### src/rtl/simon_seq_ctrl.sv
// rtl/simon_seq_ctrl.sv - Simon game sequencer: sequence memory, playback, press capture and compare control
// Optional feature macro: SIMON_TIMEOUT_EN (lose after TIMEOUT_CYCLES WAIT_IN cycles without a press).
module simon_seq_ctrl #(
  parameter int MAX_LEN        = 16,
  parameter int LEN_W          = 5,
  parameter int FLASH_CYCLES   = 4,
  parameter int TIMEOUT_CYCLES = 1000
) (
  input  logic             clk,
  input  logic             resetn,
  input  logic             start,
  input  logic [1:0]       rnd_colour,
  input  logic             btn_valid,
  input  logic [1:0]       btn_colour,
  input  logic [1:0]       cmp_out,
  output logic             cmp_enable,
  output logic [1:0]       cmp_expected,
  output logic [1:0]       cmp_player,
  output logic             show_valid,
  output logic [1:0]       show_colour,
  output logic [LEN_W-1:0] round_len,
  output logic             busy,
  output logic             win,
  output logic             lose
);

  // Address width of the sequence memory; at least one bit so tiny games still elaborate.
  localparam int ADDR_W = (MAX_LEN > 1) ? $clog2(MAX_LEN) : 1;
  localparam int DEPTH  = 1 << ADDR_W;
  localparam int FC_W   = (FLASH_CYCLES > 1) ? $clog2(FLASH_CYCLES) : 1;

  localparam logic [1:0] RES_MATCH = 2'b01;

  typedef enum logic [3:0] {
    S_IDLE,
    S_ADD,
    S_SHOW,
    S_GAP,
    S_WAIT_IN,
    S_CMP,
    S_CHK,
    S_WIN,
    S_LOSE
  } state_t;

  state_t            state;
  logic [LEN_W-1:0]  idx;
  logic [FC_W-1:0]   flash_cnt;
  logic [1:0]        mem [DEPTH];

  logic [LEN_W-1:0]  idx_inc;
  logic              idx_is_last;
  logic              len_is_max;
  logic              flash_done;

`ifdef SIMON_TIMEOUT_EN
  localparam int TMO_W = (TIMEOUT_CYCLES > 1) ? $clog2(TIMEOUT_CYCLES) : 1;
  logic [TMO_W-1:0]  tmo_cnt;
  logic              tmo_hit;
  assign tmo_hit = (tmo_cnt == TMO_W'(TIMEOUT_CYCLES - 1));
`endif

  assign idx_inc     = idx + LEN_W'(1);
  assign idx_is_last = (idx == round_len - LEN_W'(1));
  assign len_is_max  = (round_len == LEN_W'(MAX_LEN));
  assign flash_done  = (flash_cnt == FC_W'(FLASH_CYCLES - 1));

  // Sequence memory: one new random colour is appended in each ADD cycle.
  always_ff @(posedge clk) begin
    if (resetn && state == S_ADD) begin
      mem[round_len[ADDR_W-1:0]] <= rnd_colour;
    end
  end

  // Game FSM; every output is registered and set on the transition into the state that owns it.
  always_ff @(posedge clk) begin
    if (!resetn) begin
      state        <= S_IDLE;
      round_len    <= '0;
      idx          <= '0;
      flash_cnt    <= '0;
      cmp_enable   <= 1'b0;
      cmp_expected <= 2'b00;
      cmp_player   <= 2'b00;
      show_valid   <= 1'b0;
      show_colour  <= 2'b00;
      busy         <= 1'b0;
      win          <= 1'b0;
      lose         <= 1'b0;
`ifdef SIMON_TIMEOUT_EN
      tmo_cnt      <= '0;
`endif
    end else begin
      // The comparator enable is a single-cycle strobe owned by CMP.
      cmp_enable <= 1'b0;
      case (state)
        S_IDLE, S_WIN, S_LOSE: begin
          if (start) begin
            round_len <= '0;
            busy      <= 1'b1;
            win       <= 1'b0;
            lose      <= 1'b0;
            state     <= S_ADD;
          end
        end

        S_ADD: begin
          round_len   <= round_len + LEN_W'(1);
          idx         <= '0;
          flash_cnt   <= '0;
          show_valid  <= 1'b1;
          // On the first round entry 0 is being written this very cycle, so bypass the memory.
          show_colour <= (round_len == '0) ? rnd_colour : mem[0];
          state       <= S_SHOW;
        end

        S_SHOW: begin
          if (flash_done) begin
            show_valid  <= 1'b0;
            show_colour <= 2'b00;
            state       <= S_GAP;
          end else begin
            flash_cnt <= flash_cnt + FC_W'(1);
          end
        end

        S_GAP: begin
          if (idx_is_last) begin
            idx   <= '0;
`ifdef SIMON_TIMEOUT_EN
            tmo_cnt <= '0;
`endif
            state <= S_WAIT_IN;
          end else begin
            idx         <= idx_inc;
            flash_cnt   <= '0;
            show_valid  <= 1'b1;
            show_colour <= mem[idx_inc[ADDR_W-1:0]];
            state       <= S_SHOW;
          end
        end

        S_WAIT_IN: begin
          if (btn_valid) begin
            cmp_player   <= btn_colour;
            cmp_expected <= mem[idx[ADDR_W-1:0]];
            cmp_enable   <= 1'b1;
            state        <= S_CMP;
`ifdef SIMON_TIMEOUT_EN
          end else if (tmo_hit) begin
            busy  <= 1'b0;
            lose  <= 1'b1;
            state <= S_LOSE;
          end else begin
            tmo_cnt <= tmo_cnt + TMO_W'(1);
`endif
          end
        end

        // The comparator registers its result at the end of this cycle; cmp_out is not read here.
        S_CMP: begin
          state <= S_CHK;
        end

        S_CHK: begin
          if (cmp_out == RES_MATCH) begin
            if (!idx_is_last) begin
              idx   <= idx_inc;
`ifdef SIMON_TIMEOUT_EN
              tmo_cnt <= '0;
`endif
              state <= S_WAIT_IN;
            end else if (len_is_max) begin
              busy  <= 1'b0;
              win   <= 1'b1;
              state <= S_WIN;
            end else begin
              state <= S_ADD;
            end
          end else begin
            busy  <= 1'b0;
            lose  <= 1'b1;
            state <= S_LOSE;
          end
        end

        default: begin
          busy  <= 1'b0;
          state <= S_IDLE;
        end
      endcase
    end
  end

endmodule

### config.mk
export PLATFORM = sky130hd
export DESIGN_NAME = simon_seq_ctrl
export DESIGN_NICKNAME = d
export VERILOG_FILES = /design/src/rtl/simon_seq_ctrl.sv
export SDC_FILE = /design/constraint.sdc
export NUM_CORES = 1
export LEC_CHECK = 0
export CAP_MARGIN = 20
export CORE_ASPECT_RATIO = 1.75
export CORE_MARGIN = 1.5
export CORE_UTILIZATION = 53
export DETAILED_ROUTE_END_ITERATION = 10
export PLACE_DENSITY = 0.86
export SYNTH_ARGS = -nofsm -noshare
export SYNTH_HDL_FRONTEND = slang
export SYNTH_SLANG_ARGS = --single-unit
export TNS_END_PERCENT = 5
### constraint.sdc
create_clock -name clk -period 1.9 [get_ports clk]
set_input_delay 0.38 -clock clk [delete_from_list [all_inputs] [get_ports clk]]
set_output_delay 0.38 -clock clk [all_outputs]
set_load 0.03 [all_outputs]
==> metrics <==
post-layout util=71.6%; cell accounting for the most synthesized area=edfxtp_1; Power Internal=0.00303 W; async set or reset register ratio after synthesis=0%; CP top delay family=flip-flops; Power, Total=0.00465 W; Total GRT Usage=a little under a third; vias per inst=between 6 and 7; Yosys top cell area share=about 29%; final net count=427; final setup vio count=7; status=complete, but fails checks; core region area=~0.006 mm2; # IOs=26; Synth Net Count=357; Setup crit start kind=flip-flop; hpwl dp=between 7 and 8 mm; failing checks=setup timing; via count=3,081; drt drc=0; gpl congestion=~1.1; register area=between 0.0015 and 0.002 mm2; Fillers=433; Max Fanout on Critical Path=3; final setup margin=-0.120 ns; Cell Rows=38; cell count after synthesis=340; post-route cell area=0.00443 mm2; DP Cell Count=477; Critical Path RT=2.14 ns; first-pass GRT wire length=15.5 mm; mapped cell area=around 0.0034 mm2; ANT nets after route=0; Starting Density=54.3%; Die Wd=about 63 um; met2 routed WL=roughly 5.3 mm; Root Buffer=clkbuf_8; CP Class=flip-flop to flip-flop; post-synthesis sequential area ratio=44.7%; Pleak=1.65 nW; synth unique cells=between 50 and 60; Least-Margin Pin Slew=0.599 ns; input/output buffers=25; count leader, synth=nor2_1; vias in the first global route=3,199; FF-to-FF Start=round_len[0]$_SDFFE_PN0P_; initial antenna violation count=0; P&R area growth vs syn=31.9%; Die H=108 um; sequential power share=32.7%; Max Clk Rate=around 500 MHz; max cap viols=0; cts bufs inserted=9; layout cell share with drive strength beyond 1=29.5%; Yosys reg bits=59; YS warnings=0; Clock transition at path regs=0.07 ns; CP max stage cell=dfxtp_4; drt pass-1 iters=5; Tmin final=2.02 ns; worst vdd ir=0.647 mV; WP buf/inv=2; top post-synthesis cells by count=nor2_1 (33), edfxtp_1 (32), nand2_1 (30), dfxtp_1 (27), a21oi_1 (21); First DRT Iteration DRCs=roughly 260; EDFF count, synth=32; Comb power frac=40.1%; Hold Path Origin=lose$_SDFFE_PN0P_; CP endpoint kind=flip-flop; antenna cells=0; CP cell instances=inv_4 -> ha_4 -> xor2_1 -> o211a_1 -> buf_4 -> o2111ai_4 -> mux2_2 -> nor3_1; total gr overflow=0; Clock Tree Buf Depth=2; RSZ-0062 raised after global routing=true; CP startpoint=round_len[0]$_SDFFE_PN0P_; WL per Instance=20.2 um; Final Max Tran Viols=0; Power Density=between 1000 and 1500 mW/mm2; htree depth=3; full die area=0.00684 mm2; Switching Share=35.0%; top_reg_cell synth=edfxtp_1; top sig layer=met4; Synth area leaders=edfxtp_1 (29%), dfxtp_1 (16%), mux2i_1 (5.7%); CP max stage delay=approximately 0.36 ns; detailed-route wire length=9.97 mm; Metal-1 WL=3.33 mm; Hold WC Path Type=flip-flop to flip-flop; clk sinks=59; fin cells=around 490; critical path data arrival time=2.26 ns; Syn Area/Cell=9.87 um2; area of the multi-input gates=0.00189 mm2; largest net degree at the start of global routing=18; fin crit share=106%; Clock power frac=a little over a quarter; met3 wire length=approximately 500 um; Psw=approximately 0.0016 W; CTS tree=built; area post-placement=0.00404 mm2; Fin. Hold Viols=0; clk_skew=0.00800 ns; Slew headroom=59.9%; Clk Latency, worst-skew pair=0.36 ns
worst register-to-register path, delay by kind of cell (launching register included):
family / cells / cell delay [ns]
flops: 1 / 0.36
compound gates: 2 / 0.32
buf+inv: 2 / 0.19
fa+ha+maj: 1 / 0.26
mux: 1 / 0.31
simple gates: 1 / 0.31
xor+xnor: 1 / 0.15
cell type report:
cell class	instances	area share, %
clock inverter	6	2.06
timing repair buffer	80	14.9
clock buffer	9	2.80
sequential	59	34.2
tap	80	2.26
multi-input combinational	249	42.7
inverter	11	1.05
sequential cells by signal, indices dropped and copies added (netlist names):
| register | flops |
|---|---|
| cmp_player | 2 |
| busy | 1 |
| lose | 1 |
| idx | 5 |
| cmp_expected | 2 |
| mem | 32 |
| flash_cnt | 2 |
| round_len | 5 |
| win | 1 |
| cmp_enable | 1 |
| show_colour | 2 |
| show_valid | 1 |
| state | 4 |
stage by stage:
stage / hold WS, ns / setup TNS, ns / worst slack, ns
after global placement: 0.445 / -2.77 / -0.139
final: 0.473 / -0.441 / -0.120
after global routing: 0.501 / -1.15 / -0.196
after detailed placement: 0.449 / -4.26 / -0.232
after CTS: 0.457 / -0.0147 / -0.0147
after floorplan: 0.439 / -0.107 / -0.0376
path summary, 6_finish.rpt:
kind | slack (ns) | depth (start not counted) | endpoint
hold reg to reg | 0.47 | 2 | lose$_SDFFE_PN0P_
setup / recovery | -0.12 | 8 | idx[4]$_SDFFE_PN0P_
hold / removal | 0.47 | 2 | lose$_SDFFE_PN0P_
setup reg to reg | -0.12 | 8 | idx[4]$_SDFFE_PN0P_
power groups by stage:
stage                     Sequential (W)  Combinational [W]  Clock, W
after global routing             0.00153            0.00199   0.00133
after global placement           0.00154            0.00165         0
after floorplan                  0.00161           0.000940         0
after detailed placement         0.00154            0.00169         0
after CTS                        0.00151            0.00172   0.00127
final                            0.00152            0.00186   0.00127
cells in the final DEF (no fill, tap or decap), types with 8 or more instances in the layout:
master / count
buf_4: 54
nor2_1: 32
edfxtp_1: 32
nand2_1: 30
dfxtp_1: 21
clkdlybuf4s50_1: 20
mux2i_1: 19
a21oi_1: 19
nand3_1: 12
inv_1: 9
o21ai_0: 9
clkbuf_8: 9
mux4_2: 8
nor3_1: 8
routing by layer:
metal  vias up  track usage, %
li1       1390               -
met4         0            25.2
met3        62            6.87
met2       150            54.8
met5         -               0
met1      1479            29.0
kinds of logic (layout without fill, tap and decap cells):
kind of cell             count (synthesis)  after routing  share of synthesized area, %
buffers and inverters                   32            106                          4.32
adder cells (fa/ha/maj)                  7              7                          2.61
XOR/XNOR                                12             12                          3.13
flip-flops                              59             59                          44.7
multiplexers                            32             32                          12.7
AND/OR/NAND/NOR                        126            126                          18.4
AO/OA/AOI/OAI                           72             72                          14.1
timing repair:
action                     CTS  global route
resized for setup           13            26
hold buffers                 0             0
pin swaps                    0             8
setup endpoints to repair   26            42
buffers inserted             0             2
Note: power is estimated with default switching activity, not from simulation.
